**config.mk**
```make
export PLATFORM = sky130hd
export DESIGN_NAME = sort_engine
export DESIGN_NICKNAME = d
export VERILOG_FILES = /design/src/rtl/sort_engine.sv
export SDC_FILE = /design/constraint.sdc
export NUM_CORES = 1
export LEC_CHECK = 0
export ABC_AREA = 1
export BUFFER_PORTS_ARGS = -buffer_cell sky130_fd_sc_hd__buf_4
export CAP_MARGIN = 5
export CORE_MARGIN = 2
export CORE_UTILIZATION = 30
export DETAILED_ROUTE_END_ITERATION = 6
export PLACE_DENSITY = 0.53
export SLEW_MARGIN = 20
export SYNTH_ARGS = -nofsm -noshare
export SYNTH_HDL_FRONTEND = slang
export SYNTH_SLANG_ARGS = --single-unit
```
**constraint.sdc**
```tcl
create_clock -name clk -period 4.4 [get_ports clk]
set_input_delay 0.22 -clock clk [delete_from_list [all_inputs] [get_ports clk]]
set_output_delay 0.22 -clock clk [all_outputs]
set_load 0.03 [all_outputs]
```
**src/rtl/sort_engine.sv**
```systemverilog
// In-place bubble sort over a small register array, with host write/read access.
// Passes end early once a full pass makes no swap.
//
// state   | meaning
// IDLE    | host may write/read memory; waits for s
// RD_PAIR | register a = mem[j], b = mem[j+1]
// CMP     | decide whether the pair is out of order
// SWAP    | write the pair back exchanged, flag the pass
// NEXT    | advance j, or start another pass, or finish
// DONE    | sort complete; reads allowed, waits for s low
module sort_engine #(
    parameter int DATA_WIDTH = 8,
    parameter int ADDR_WIDTH = 3,
    parameter int SIGNED     = 0
) (
    input  logic                  clk,
    input  logic                  rst,
    input  logic                  s,
    input  logic [ADDR_WIDTH:0]   len,
    input  logic                  desc,
    input  logic                  wrin,
    input  logic                  rd,
    input  logic [ADDR_WIDTH-1:0] Radd,
    input  logic [DATA_WIDTH-1:0] datain,
    output logic [DATA_WIDTH-1:0] DOUT,
    output logic                  busy,
    output logic                  done
);

    localparam int DEPTH = 2 ** ADDR_WIDTH;
    localparam logic [ADDR_WIDTH:0]   DEPTH_N = DEPTH[ADDR_WIDTH:0];
    localparam logic [ADDR_WIDTH:0]   ONE_N   = 1;
    localparam logic [ADDR_WIDTH-1:0] ONE_A   = 1;

    typedef enum logic [2:0] {
        IDLE, RD_PAIR, CMP, SWAP, NEXT, DONE
    } state_t;

    state_t state, state_nxt;

    logic [DATA_WIDTH-1:0] mem [DEPTH];
    logic [DATA_WIDTH-1:0] a, b;
    logic [ADDR_WIDTH-1:0] j;
    logic [ADDR_WIDTH:0]   n;
    logic [ADDR_WIDTH:0]   n_start;
    logic                  swapped;
    logic                  desc_q;
    logic                  gt, lt, out_of_order, more;

    assign n_start = (len > DEPTH_N) ? DEPTH_N : len;

    always_comb begin
        if (SIGNED != 0) begin
            gt = $signed(a) > $signed(b);
            lt = $signed(a) < $signed(b);
        end else begin
            gt = a > b;
            lt = a < b;
        end
    end

    // Equal values fall through to NEXT, keeping the sort stable.
    assign out_of_order = desc_q ? lt : gt;
    assign more         = ({1'b0, j} + ONE_N) < (n - ONE_N);

    always_ff @(posedge clk or posedge rst) begin
        if (rst) state <= IDLE;
        else     state <= state_nxt;
    end

    always_comb begin
        state_nxt = state;
        case (state)
            IDLE:    if (s) state_nxt = (n_start <= ONE_N) ? DONE : RD_PAIR;
            RD_PAIR: state_nxt = CMP;
            CMP:     state_nxt = out_of_order ? SWAP : NEXT;
            SWAP:    state_nxt = NEXT;
            NEXT:    state_nxt = (more || swapped) ? RD_PAIR : DONE;
            DONE:    if (!s) state_nxt = IDLE;
            default: state_nxt = IDLE;
        endcase
    end

    assign busy = (state != IDLE) && (state != DONE);
    assign done = (state == DONE);

    always_ff @(posedge clk or posedge rst) begin
        if (rst) begin
            j       <= '0;
            n       <= '0;
            swapped <= 1'b0;
            desc_q  <= 1'b0;
            a       <= '0;
            b       <= '0;
            DOUT    <= '0;
        end else begin
            if (rd && (state == IDLE || state == DONE))
                DOUT <= mem[Radd];
            case (state)
                IDLE: if (s) begin
                    desc_q  <= desc;
                    n       <= n_start;
                    j       <= '0;
                    swapped <= 1'b0;
                end
                RD_PAIR: begin
                    a <= mem[j];
                    b <= mem[j + ONE_A];
                end
                SWAP: swapped <= 1'b1;
                NEXT: begin
                    if (more) begin
                        j <= j + ONE_A;
                    end else if (swapped) begin
                        swapped <= 1'b0;
                        j       <= '0;
                    end
                end
                default: ;
            endcase
        end
    end

    // Both halves of a swap land on one edge, so a reset can never split a swap.
    always_ff @(posedge clk) begin
        if (state == IDLE && wrin) begin
            mem[Radd] <= datain;
        end else if (state == SWAP) begin
            mem[j]         <= b;
            mem[j + ONE_A] <= a;
        end
    end

endmodule

```
==> results.toml <==
[placement]
port-buffer-count = 30
hpwl_um = 15040
place_congestion = 0.8763
dpl_cell_area_um2 = 6833

[sta]
grt_setup_unrepaired = "false"
tns_ns = 0
hold_viol = 0
tightestPinTransition_ns = 0.7648
slew_headroom = 0.4867
fin_crit_sh = 0.6482
finalSetupViolations = 0
fin_worst_skew_ns = 0.01929
period_minus_slack_ns = 2.852
max_freq_mhz = 350.6
slew_viol_final = 0

[synthesis]
syn_avg_cell_area_um2 = 8.091
postSynthCellCount = 804
seq_area_frac_synth = 0.4339
synth.ff_latch_count = 100
synth_nets = 838
async_reset_ff_frac = 0.3600
ys.warnings.count = 0
ys_types = 39
synthFlopType = "edfxtp_1"
synth_area_um2 = 6505
synth-edff-count = 64

[finish]
final_cell_mix = "185 x nand2_1, 128 x o21ai_0, 65 x inv_1, 64 x edfxtp_1, 63 x o21ai_1"
mostFrequentLayoutCell = "nand2_1"
antenna_cells = 0
n_fill_cell = 2205
multi_input_area_um2 = 3138
final-seq-area_um2 = 2826
fin_nets = 839
area_growth_pct = 10.21
drive_gt1_frac = 0.1247
final_area_um2 = 7169

[worst_setup_path]
path_delay_family = "flip-flops"
crit_type = "reg -> reg"
critical_path_buf_inv_count = 1
cp.arrival_ns = 3.06
critPathCaptureType = "flip-flop"
r2r_slack_ns = 1.55
cp.required_ns = 4.61
worstPathMaxFanout = 85
slowest_delay_ns = 0.90
cp_slowest_cell = "dfrtp_4"
path_cells = "inv_1 -> nor3_1 -> ha_1 -> a21oi_1 -> nand2_1 -> nand2_1 -> nand2_1 -> nand2_1 -> o21ai_0"
start_kind = "flip-flop"
cpMostUsedCell = "nand2_1"

[run_status]
status = "finished clean"

[floorplanning]
die_h_um = 151.3
io_pins = 31
dieArea_um2 = 22880
die_w_um = 151.3
core_area_um2 = 21150
rows = 53
start_util = 0.3075

[drt]
ant_nets = 0
dr.pass1.iters = 6
drtIter0Drc = 647
vias = 5625
wl_um = 20190
drc = 0
avgViaCountPerCell = 5.184
avgRoutedWirePerCell_um = 18.61

[clocking]
cts_root_buf = "clkbuf_16"
cts.sinks = 100
cts_resized = 0
clock_path_buffers = 2
clk_latency_ns = 0.37
path_clk_slew_ns = 0.07
cts_tree = "done"
htreeDepth = 3
cts_made_buffers = 9

[global_routing]
track_usage = 0.1843
grt_pass1_wl_um = 30590
grt_pass1_vias = 4975
grt_max_degree = 86
grt-ovfl-total = 0
antenna_found_initial = 0

[power_and_ir_drop]
pwr_density_cell_nw_per_um2 = 634.3
ir_worst_vdd_mv = 0.2524
p_leak_nw = 3.002

[hold_path]
worstHoldPathType = "in -> reg"

[job]
cap_violations = 0
[layout make-up]
type                            count  area share
Clock buffer                        9     0.03141
Timing Repair Buffer               34     0.03595
Sequential cell                   100      0.3942
Tap cell                          275     0.04799
Multi-Input combinational cell    585      0.4377
Inverter                           75     0.03927
Clock inverter                      7     0.01344
[synth_stat cells (2+ instances only)]
master    instances  share of area
o21ai_2          13          0.018
nand2_2           4         0.0038
clkbuf_1         16         0.0092
inv_1            65          0.038
nand3_1          25          0.019
nor2_4            4         0.0069
o21ai_4           7          0.018
o21ai_0         128          0.098
nand2_4           8          0.014
a21boi_0          2         0.0023
o21ai_1          63          0.048
ha_1             13          0.025
inv_2             9         0.0052
buf_6            10          0.017
nand2_1         185           0.11
nor3_1            3         0.0023
a21oi_1          51          0.039
buf_4             3         0.0035
nor2_1           31          0.018
buf_2            14          0.011
nor2_8            2         0.0062
edfxtp_1         64           0.30
nand4_1           2         0.0019
dfrtp_1          36           0.14
o211ai_1         32          0.037
[stage by stage]
| step | utilization | hold WS [ns] | instances | setup WS, ns | total power [mW] |
|---|---|---|---|---|---|
| 4_1_cts | 0.3387 | 0.05229 | 1085 | 1.587 | 4.555 |
| 3_3_place_gp | 0.3230 | 0.3685 | 1068 | 1.652 | 3.700 |
| 5_1_grt | 0.3389 | 0.05948 | 1085 | 1.194 | 4.902 |
| 6_report | 0.3389 | 0.06546 | 1085 | 1.548 | 4.548 |
| 3_5_place_dp | 0.3230 | 0.3678 | 1068 | 1.588 | 3.705 |
| 2_1_floorplan | - | 0.3410 | 804 | 2.457 | 3.063 |
[sequential cells by signal, summed over array words and instances, names as in the netlist]
register / flops
swapped: 1
mem: 64
a: 8
n: 4
desc_q: 1
state: 3
j: 3
DOUT: 8
b: 8
[where the power goes]
group          total, mW  switching (mW)  internal, mW
Sequential          1.53           0.222          1.31
Clock              0.838           0.421         0.416
Combinational       2.18            1.53         0.654
Total               4.55            2.17          2.38
[routing by layer]
layer / vias up / part of all wire / GRT usage
met5: - / 0 / 0
met4: 0 / 0.018 / 0.05187
met3: 24 / 0.075 / 0.03494
met2: 212 / 0.43 / 0.2715
met1: 2614 / 0.48 / 0.2737
li1: 2775 / - / -
[repair_timing]
item                                   4_1_cts  5_1_grt
endpoints found under the hold margin       36        0
setup buffers                                0        0
hold buffers                                 1        0
[cells by family after synthesis]
group                      synth area share
DFF                                  0.4339
adders and majority gates           0.02501
buffers and inverters               0.08482
and+or+nand+nor                      0.1845
xor gates and xnor gates           0.002693
AOI/OAI and AO/OA                    0.2676
muxes                              0.001539
[final timing paths]
path | endpoint | from | depth (start not counted)
min in group asynchronous | DOUT[1] | rst | 4
max | j[0] | j[0] | 9
min reg2reg | DOUT[1] | DOUT[1] | 2
min | desc_q | desc | 3
max reg2reg | j[0] | j[0] | 9
max in group asynchronous | j[0] | rst | 4
[worst min-delay path: stages]
cell,delay (ns)
buf_4,0.08
nand2_1,0.04
o21ai_0,0.06
No activity file was read; power rests on OpenSTA's default activity.
